File: config.mk
export PLATFORM = sky130hd
export DESIGN_NAME = mbisr_repair_ctrl
export DESIGN_NICKNAME = d
export VERILOG_FILES = /design/src/rtl/mbisr_pkg.sv /design/src/rtl/mbisr_spare_cam.sv /design/src/rtl/mbisr_repair_ctrl.sv
export SDC_FILE = /design/constraint.sdc
export NUM_CORES = 1
export LEC_CHECK = 0
export CAP_MARGIN = 20
export CORE_ASPECT_RATIO = 1.1
export CORE_UTILIZATION = 57
export CTS_CLUSTER_DIAMETER = 120
export DETAILED_ROUTE_END_ITERATION = 16
export PLACE_DENSITY_LB_ADDON = 0.12
export SLEW_MARGIN = 20
export SYNTH_ARGS = -nofsm -noshare
export SYNTH_HDL_FRONTEND = slang
export SYNTH_SLANG_ARGS = --single-unit
File: constraint.sdc
create_clock -name clk_i -period 4.1 [get_ports clk_i]
set_input_delay 0.82 -clock clk_i [delete_from_list [all_inputs] [get_ports clk_i]]
set_output_delay 0.82 -clock clk_i [all_outputs]
set_load 0.01 [all_outputs]
File: src/rtl/mbisr_pkg.sv
// Shared types and default sizing for the MBISR repair controller.
package mbisr_pkg;

  localparam int unsigned DefAddrW     = 5;
  localparam int unsigned DefDataW     = 8;
  localparam int unsigned DefNumSpares = 4;

  typedef enum logic [1:0] {
    StIdle         = 2'd0,
    StCollect      = 2'd1,
    StRepaired     = 2'd2,
    StUnrepairable = 2'd3
  } mbisr_state_e;

endpackage

File: src/rtl/mbisr_spare_cam.sv
// Spare word CAM: valid/address/data per entry, two address lookups
// (fail address and functional address), lowest-free-entry and full flags.
module mbisr_spare_cam
  import mbisr_pkg::*;
#(
  parameter int unsigned ADDR_W     = DefAddrW,
  parameter int unsigned DATA_W     = DefDataW,
  parameter int unsigned NUM_SPARES = DefNumSpares,
  localparam int unsigned IdxW      = (NUM_SPARES > 1) ? $clog2(NUM_SPARES) : 1
) (
  input  logic              clk_i,
  input  logic              rst_i,
  input  logic              clear_i,
  input  logic              alloc_i,
  input  logic [ADDR_W-1:0] alloc_addr_i,
  input  logic              wr_i,
  input  logic [IdxW-1:0]   wr_idx_i,
  input  logic [DATA_W-1:0] wr_data_i,
  input  logic [ADDR_W-1:0] fail_addr_i,
  output logic              fail_hit_o,
  input  logic [ADDR_W-1:0] f_addr_i,
  output logic              f_hit_o,
  output logic [IdxW-1:0]   f_idx_o,
  input  logic [IdxW-1:0]   rd_idx_i,
  output logic [DATA_W-1:0] rd_data_o,
  output logic [IdxW-1:0]   free_idx_o,
  output logic              full_o
);

  logic [NUM_SPARES-1:0] valid_q, valid_d;
  logic [ADDR_W-1:0]     addr_q [NUM_SPARES];
  logic [ADDR_W-1:0]     addr_d [NUM_SPARES];
  logic [DATA_W-1:0]     data_q [NUM_SPARES];
  logic [DATA_W-1:0]     data_d [NUM_SPARES];

  // Parallel compare of both lookup addresses against every valid entry.
  always_comb begin
    fail_hit_o = 1'b0;
    f_hit_o    = 1'b0;
    f_idx_o    = '0;
    for (int i = 0; i < NUM_SPARES; i++) begin
      if (valid_q[i] && (addr_q[i] == fail_addr_i)) begin
        fail_hit_o = 1'b1;
      end
      if (valid_q[i] && (addr_q[i] == f_addr_i)) begin
        f_hit_o = 1'b1;
        f_idx_o = IdxW'(i);
      end
    end
  end

  // Lowest-numbered free entry; scanning downwards leaves the lowest one last.
  always_comb begin
    free_idx_o = '0;
    for (int i = NUM_SPARES - 1; i >= 0; i--) begin
      if (!valid_q[i]) begin
        free_idx_o = IdxW'(i);
      end
    end
  end

  assign full_o    = &valid_q;
  assign rd_data_o = data_q[rd_idx_i];

  // Next table contents: clear wins, otherwise allocate and/or spare write.
  always_comb begin
    valid_d = valid_q;
    addr_d  = addr_q;
    data_d  = data_q;
    if (clear_i) begin
      valid_d = '0;
      for (int i = 0; i < NUM_SPARES; i++) begin
        addr_d[i] = '0;
        data_d[i] = '0;
      end
    end else begin
      if (alloc_i) begin
        valid_d[free_idx_o] = 1'b1;
        addr_d[free_idx_o]  = alloc_addr_i;
        data_d[free_idx_o]  = '0;
      end
      if (wr_i) begin
        data_d[wr_idx_i] = wr_data_i;
      end
    end
  end

  // Table storage with synchronous reset.
  always_ff @(posedge clk_i) begin
    if (rst_i) begin
      valid_q <= '0;
      for (int i = 0; i < NUM_SPARES; i++) begin
        addr_q[i] <= '0;
        data_q[i] <= '0;
      end
    end else begin
      valid_q <= valid_d;
      addr_q  <= addr_d;
      data_q  <= data_d;
    end
  end

endmodule

File: src/rtl/mbisr_repair_ctrl.sv
// Built-in self-repair controller: collects MBIST fail addresses into spare
// words during a run, then redirects functional accesses to those spares.
module mbisr_repair_ctrl
  import mbisr_pkg::*;
#(
  parameter int unsigned ADDR_W     = DefAddrW,
  parameter int unsigned DATA_W     = DefDataW,
  parameter int unsigned NUM_SPARES = DefNumSpares,
  localparam int unsigned CntW      = $clog2(NUM_SPARES + 1),
  localparam int unsigned IdxW      = (NUM_SPARES > 1) ? $clog2(NUM_SPARES) : 1
) (
  input  logic              clk_i,
  input  logic              rst_i,
  input  logic              bist_start_i,
  input  logic              bist_fail_valid_i,
  input  logic [ADDR_W-1:0] bist_fail_addr_i,
  input  logic              bist_done_i,
  input  logic              f_en_i,
  input  logic              f_we_i,
  input  logic [ADDR_W-1:0] f_addr_i,
  input  logic [DATA_W-1:0] f_wdata_i,
  output logic [DATA_W-1:0] f_rdata_o,
  output logic              mem_en_o,
  output logic              mem_we_o,
  output logic [ADDR_W-1:0] mem_addr_o,
  output logic [DATA_W-1:0] mem_wdata_o,
  input  logic [DATA_W-1:0] mem_rdata_i,
  output logic              repair_done_o,
  output logic              unrepairable_o,
  output logic [CntW-1:0]   spares_used_o
);

  mbisr_state_e    state_q, state_d;
  logic            overflow_q, overflow_d;
  logic [CntW-1:0] used_q, used_d;
  logic            hit_q, hit_d;
  logic [IdxW-1:0] idx_q, idx_d;
  logic            repair_done_q, repair_done_d;
  logic            unrep_q, unrep_d;

  logic              fail_hit, cam_full, f_hit;
  logic [IdxW-1:0]   f_idx;
  logic [DATA_W-1:0] spare_rdata;
  logic              fail_new, alloc, fail_ovf, remap, spare_wr;

  // bist_start in the same cycle discards any fail pulse.
  assign fail_new = (state_q == StCollect) && !bist_start_i && bist_fail_valid_i && !fail_hit;
  assign alloc    = fail_new && !cam_full;
  assign fail_ovf = fail_new && cam_full;
  assign remap    = (state_q == StRepaired) && f_en_i && f_hit;
  assign spare_wr = remap && f_we_i;

  mbisr_spare_cam #(
    .ADDR_W     (ADDR_W),
    .DATA_W     (DATA_W),
    .NUM_SPARES (NUM_SPARES)
  ) u_cam (
    .clk_i        (clk_i),
    .rst_i        (rst_i),
    .clear_i      (bist_start_i),
    .alloc_i      (alloc),
    .alloc_addr_i (bist_fail_addr_i),
    .wr_i         (spare_wr),
    .wr_idx_i     (f_idx),
    .wr_data_i    (f_wdata_i),
    .fail_addr_i  (bist_fail_addr_i),
    .fail_hit_o   (fail_hit),
    .f_addr_i     (f_addr_i),
    .f_hit_o      (f_hit),
    .f_idx_o      (f_idx),
    .rd_idx_i     (idx_q),
    .rd_data_o    (spare_rdata),
    .free_idx_o   (),
    .full_o       (cam_full)
  );

  // State, overflow and allocation count registers.
  always_ff @(posedge clk_i) begin
    if (rst_i) begin
      state_q       <= StIdle;
      overflow_q    <= 1'b0;
      used_q        <= '0;
      hit_q         <= 1'b0;
      idx_q         <= '0;
      repair_done_q <= 1'b0;
      unrep_q       <= 1'b0;
    end else begin
      state_q       <= state_d;
      overflow_q    <= overflow_d;
      used_q        <= used_d;
      hit_q         <= hit_d;
      idx_q         <= idx_d;
      repair_done_q <= repair_done_d;
      unrep_q       <= unrep_d;
    end
  end

  // Next-state: a start restarts collection from anywhere; the done decision
  // includes a fail arriving in the same cycle.
  always_comb begin
    state_d    = state_q;
    overflow_d = overflow_q;
    used_d     = used_q;
    if (bist_start_i) begin
      state_d    = StCollect;
      overflow_d = 1'b0;
      used_d     = '0;
    end else begin
      if (alloc) begin
        used_d = used_q + CntW'(1);
      end
      if (fail_ovf) begin
        overflow_d = 1'b1;
      end
      if ((state_q == StCollect) && bist_done_i) begin
        state_d = (overflow_q || fail_ovf) ? StUnrepairable : StRepaired;
      end
    end
  end

  // Outputs: status flags follow the next state; datapath steers remapped hits.
  always_comb begin
    repair_done_d = (state_d == StRepaired);
    unrep_d       = (state_d == StUnrepairable);
    mem_en_o      = f_en_i && !remap;
    mem_we_o      = f_en_i && f_we_i && !remap;
    mem_addr_o    = f_addr_i;
    mem_wdata_o   = f_wdata_i;
    hit_d         = remap && !f_we_i;
    idx_d         = hit_d ? f_idx : idx_q;
    f_rdata_o     = hit_q ? spare_rdata : mem_rdata_i;
  end

  assign repair_done_o  = repair_done_q;
  assign unrepairable_o = unrep_q;
  assign spares_used_o  = used_q;

endmodule

Yosys cells after proc, flatten, opt, wreduce, memory -nomap -nowiden
Index checks and enable logic that the tools add are counted.
{"block": "totals", "reg_bits": 67}
{"block": "op_classes", "addsub": 1, "magnitude_cmp": 7, "eq_ne": 12, "n_mux": 35, "n_bitwise": 6, "reduce_logical": 32}
{"op": "$mux 32", "count": 3}
{"op": "$eq 5x5->1", "count": 8}
{"op": "$mux 8", "count": 5}
{"op": "$and 32x32->32", "count": 1}
{"op": "$bwmux 32", "count": 1}
{"op": "$demux 8 s2", "count": 2}
{"op": "$not 32->32", "count": 1}
{"op": "$logic_and 1x1->1", "count": 24}
{"op": "$bwmux 20", "count": 1}
{"op": "$bmux 8 s2", "count": 1}
{"op": "$mux 2", "count": 8}
{"op": "$mux 1", "count": 11}
{"op": "$demux 5 s2", "count": 1}
{"op": "$ge 3x3->1 const B", "count": 3}
{"op": "$not 2->3", "count": 3}
{"op": "$eq 2x2->1 const B", "count": 3}
{"op": "$lt 3x1->1 const B", "count": 2}
{"op": "$logic_not 1->1", "count": 5}
{"op": "$mux 5", "count": 1}
{"op": "$or 4x4->4", "count": 1}
{"op": "$reduce_and 4->1", "count": 1}
{"op": "$add 3x1->3 const B", "count": 1}
{"op": "$lt 2x3->1 const B", "count": 1}
{"op": "$demux 1 s2", "count": 1}
{"op": "other kinds (4)", "count": 4}

Logic depth before layout (Yosys ltp)
{"block": "depth", "word_depth": 15, "mapped_depth": 9, "ltp_nobuf": 6}

Modules after synthesis
A second synthesis with hierarchy kept.
{"block": "hier_totals", "cells_unflattened": 398, "hier_area_um2": 3528.4}
{"mod": "mbisr_spare_cam", "instances": 1, "cells_per_inst": 316, "area_per_inst_um2": 2768.9}
{"mod": "mbisr_repair_ctrl", "instances": 1, "cells_per_inst": 82, "area_per_inst_um2": 759.5}

Worst setup path after synthesis
Ideal clock, no wire load.
{"block": "synth_path", "kind": "input to output", "startpoint": "input port f_addr_i[2]", "endpoint": "output port mem_we_o", "t_arrival_ps": 2153, "t_required_ps": 3280, "path_slack_ps": 1127, "cell_stages": 7, "n_path_buf": 2, "cell_sequence": "buf_2 -> xnor2_1 -> and3_1 -> buf_4 -> nor4bb_4 -> o31a_1 -> and2_1"}
{"block": "synth_via", "elab_chain_len": 9}
{"element": "start, declared", "line_no": "mbisr_repair_ctrl.sv:20", "source": "input logic [ADDR_W-1:0] f_addr_i,"}
{"element": "$eq 5x5->1", "line_no": "mbisr_spare_cam.sv:45", "source": "if (valid_q[i] && (addr_q[i] == f_addr_i)) begin"}
{"element": "$logic_and 1x1->1", "line_no": "mbisr_spare_cam.sv:45"}
{"element": "$mux 1 (3 in a row)", "line_no": "mbisr_spare_cam.sv:45"}
{"element": "$mux 1 *", "line_no": "mbisr_spare_cam.sv:45"}
{"element": "$logic_and 1x1->1 *", "line_no": "mbisr_repair_ctrl.sv:50", "source": "assign remap = (state_q == StRepaired) && f_en_i && f_hit;"}
{"element": "$logic_not 1->1 *", "line_no": "mbisr_repair_ctrl.sv:126", "source": "mem_we_o = f_en_i && f_we_i && !remap;"}
{"element": "$logic_and 1x1->1 *", "line_no": "mbisr_repair_ctrl.sv:126"}
{"element": "end, declared", "line_no": "mbisr_repair_ctrl.sv:24", "source": "output logic mem_we_o,"}
Mark *: on every way between the ends. The rest lies on a longest branch, timed or not.

Worst setup path in the final report
{"block": "layout_path", "startpoint": "input port f_addr_i[4]", "endpoint": "output port mem_we_o"}
Same word-level chain as after synthesis.

==> flow_summary.toml <==
[hold_path]
hold_depth = 2
hp-start = "u_cam.data_q[23]"
hold-path-endpoint = "u_cam.data_q[23]"
hold_class = "flop to flop"

[synth]
yosys_warnings = 0
ys_seq_area_frac = 0.3771
avgSynthCellArea_um2 = 9.511
synth-seq-cells = 67
syn-cell-area_um2 = 3557
synth_top_cell_by_area = "dfxtp_1"
netlist_instances = 374
async_flop_share = 0
synth_top_area_frac = 0.3771
synth.net_count = 408
ys_top_cells_by_area = "dfxtp_1, xnor2_1, mux4_2"
synth_edf_count = 0
synth-main-ff-cell = "dfxtp_1"
synth_cell_types = 49

[floorplanning]
rows = 29
io_pins = 61
dieArea_um2 = 6561
chipWidth_um = 77.32
die_y_um = 84.86
coreArea_um2 = 5878
start_util = 0.6052

[placed_design]
gp_congestion = 0.9346
portBuffers = 60
hpwl_mm = 5.679
dp_cells = 477
placed_area_um2 = 4065

[global_route]
gr-total-overflow = 0
grt_start_max_net_pins = 65
grt_pass1_vias = 2672
track_usage = 0.2566
grt_antenna_before_repair = 0
grt_pass1_wl_mm = 13.04

[routing]
drt_pre_antenna_iters = 4
vias = 2891
drc = 0
postRouteWirelength_mm = 8.101
drt_iter0_markers = 111
viasPerCell = 5.864
avgRoutedWirePerCell_um = 16.43
postRouteAntennaNets = 0

[clock_tree]
clockRootBuffer = "clkbuf_8"
clk_path_buf_depth = 2
clock_latency_ns = 0.35
clock-sinks = 67
cts_tree = "yes"
path_clk_slew_ns = 0.07
htreeDepth = 3
cts_hold_buf = 0
post_cts_buffers = 0
cts_inserted_buffers = 9
ctsResizeCount = 0

[finish]
syn2layout_area_growth_pct = 19.94
fin_cells = 493
nets = 445
post_route_cells_drive_above_1_share = 0.1322
final_cell_mix = "dfxtp_1, clkdlybuf4s50_1, nand2_1"
final_common_cell = "dfxtp_1"
final_cell_area_um2 = 4267
diodes = 0

[power_and_ir_drop]
switchingPower_w = 0.0003409
p_leak_nw = 1.494
power.density_nw_per_um2 = 315.9
internal_power_w = 0.001007
clkPwrFrac = 0.415
ir_drop_mv = 0.2209
power_frac_comb = 0.100
p_sw_frac = 0.2529
seq_power_share = 0.485
total_power_w = 0.001348

[timing]
post-route-period-util = 0.9720
fmax_mhz = 250.9
final_hold_viol_count = 0
relSlewSlack = 0.5195
tightest_slew_ns = 0.7208
skew_ns = 0.01206
rsz0062_at_grt = "no"
drv_slew = 0
finalSetupViolCount = 0
final.setup.tns_ns = 0
period_needed_ns = 3.985

[worst_setup_path]
max_stage_delay_ns = 0.54
start_kind = "input port"
cp-end-kind = "output pin"
cp_cell_sequence = "clkdlybuf4s50_1 > xor2_1 > nor4_2 > nand3_1 > nor4bb_4 > o31a_1 > and2_1 > clkdlybuf4s50_1"
r2r_cells = 5
rrSetupSlack_ns = 1.77
critPathArrivalTime_ns = 3.17
cpMostUsedCell = "clkdlybuf4s50_1"
path_class = "input port to output pin"
cp.required_ns = 3.28
r2r-start = "state_q[1]"
cp_slowest_cell = "clkdlybuf4s50_1"
cp_max_fo = 5
worstReg2RegEnd = "u_cam.addr_q[6]"

[outcome]
status = "completed"

[run]
cap_viol_max_count = 0
==> registers in the layout, indices dropped and copies added (netlist names) <==
signal and count:
u_cam.data_q 32, u_cam.addr_q 20, u_cam.valid_q 4, spares_used_o 3, idx_q 2, state_q 2, hit_q 1, overflow_q 1
repair_done_o 1, unrepairable_o 1
==> worst max-delay path by stage <==
| stage | startpoint | end | slack [ns] |
|---|---|---|---|
| global route | f_addr_i[4] | mem_we_o | 0.03 |
| detailed placement | f_addr_i[4] | mem_we_o | 0.14 |
| finish | f_addr_i[4] | mem_we_o | 0.11 |
| global placement | f_addr_i[3] | mem_we_o | 0.19 |
| floorplan | f_addr_i[2] | mem_we_o | 1.13 |
| CTS | f_addr_i[4] | mem_we_o | 0.10 |
==> power groups by stage <==
stage / logic (W) / clock network, W / registers, W
6_report: 0.000135 / 0.000559 / 0.000654
5_1_grt: 0.000145 / 0.000592 / 0.000655
4_1_cts: 0.000136 / 0.000567 / 0.000654
3_5_place_dp: 0.000135 / 0 / 0.000670
3_3_place_gp: 0.000131 / 0 / 0.000670
2_1_floorplan: 0.0000731 / 0 / 0.000669
==> metrics by stage <==
stage / setup slack [ns] / hold slack [ns] / util
finish: 0.1149 / 0.4581 / 0.7258
global route: 0.03141 / 0.4704 / 0.7258
CTS: 0.1001 / 0.4589 / 0.7258
detailed placement: 0.1396 / 0.4488 / 0.6916
global placement: 0.1854 / 0.4406 / 0.6916
floorplan: 1.127 / 0.4319 / -
==> cells by family (layout without fill, tap and decap cells) <==
kind of cell / Yosys count / in the layout / share of synthesized area
AO/OA/AOI/OAI: 55 / 55 / 0.1101
XOR/XNOR: 41 / 41 / 0.1010
adder cells (fa/ha/maj): 1 / 1 / 0.003517
buffers and inverters: 45 / 87 / 0.07879
flip-flops: 67 / 67 / 0.3771
multiplexers: 31 / 31 / 0.1182
AND/OR/NAND/NOR: 134 / 134 / 0.2114
==> area by class of cell <==
| type | instances | area, um^2 |
|---|---|---|
| tap | 77 | 96.34 |
| fill | 457 | 1612 |
| clock buffer | 9 | 123.9 |
| timing repair buffer | 68 | 673.1 |
| clock inverter | 7 | 77.57 |
| multi-input combinational | 262 | 1943 |
| sequential | 67 | 1341 |
| inverter | 3 | 11.26 |
==> worst max-delay path: cells and delay by family <==
family	cells	cell delay [ns]
compound gates	1	0.25
xor+xnor	1	0.21
buf+inv	2	1.01
simple gates	4	0.86
==> per-layer routing <==
metal  up-vias  part of all wire  GRT usage  wire length (um)
met5         -                 0          0                 0
met4         0             0.021    0.09605               169
met3        15             0.045    0.05914               365
met2        85              0.51     0.4505              4123
met1      1392              0.43     0.3041              3443
li1       1399                 -          -                 -
==> synthesized netlist by cell type, types with 2 or more instances <==
cell type  number
a21oi_1         4
nand3b_1        2
nand2_1        42
a31o_1          8
inv_1           3
nor4_1          7
xor2_1         20
mux2i_1        15
nor3_2          2
mux4_2          8
o22ai_1        16
o21ai_0         8
buf_4          18
buf_2           5
o21a_1          3
dfxtp_1        67
and3_1          9
nor2_1         19
mux2_2          8
buf_6           5
clkbuf_1       13
o31ai_1         9
nand4_1         5
nor4b_4         2
nand3_1        32
xnor2_1        21
Power figures use the tool's default switching activity.
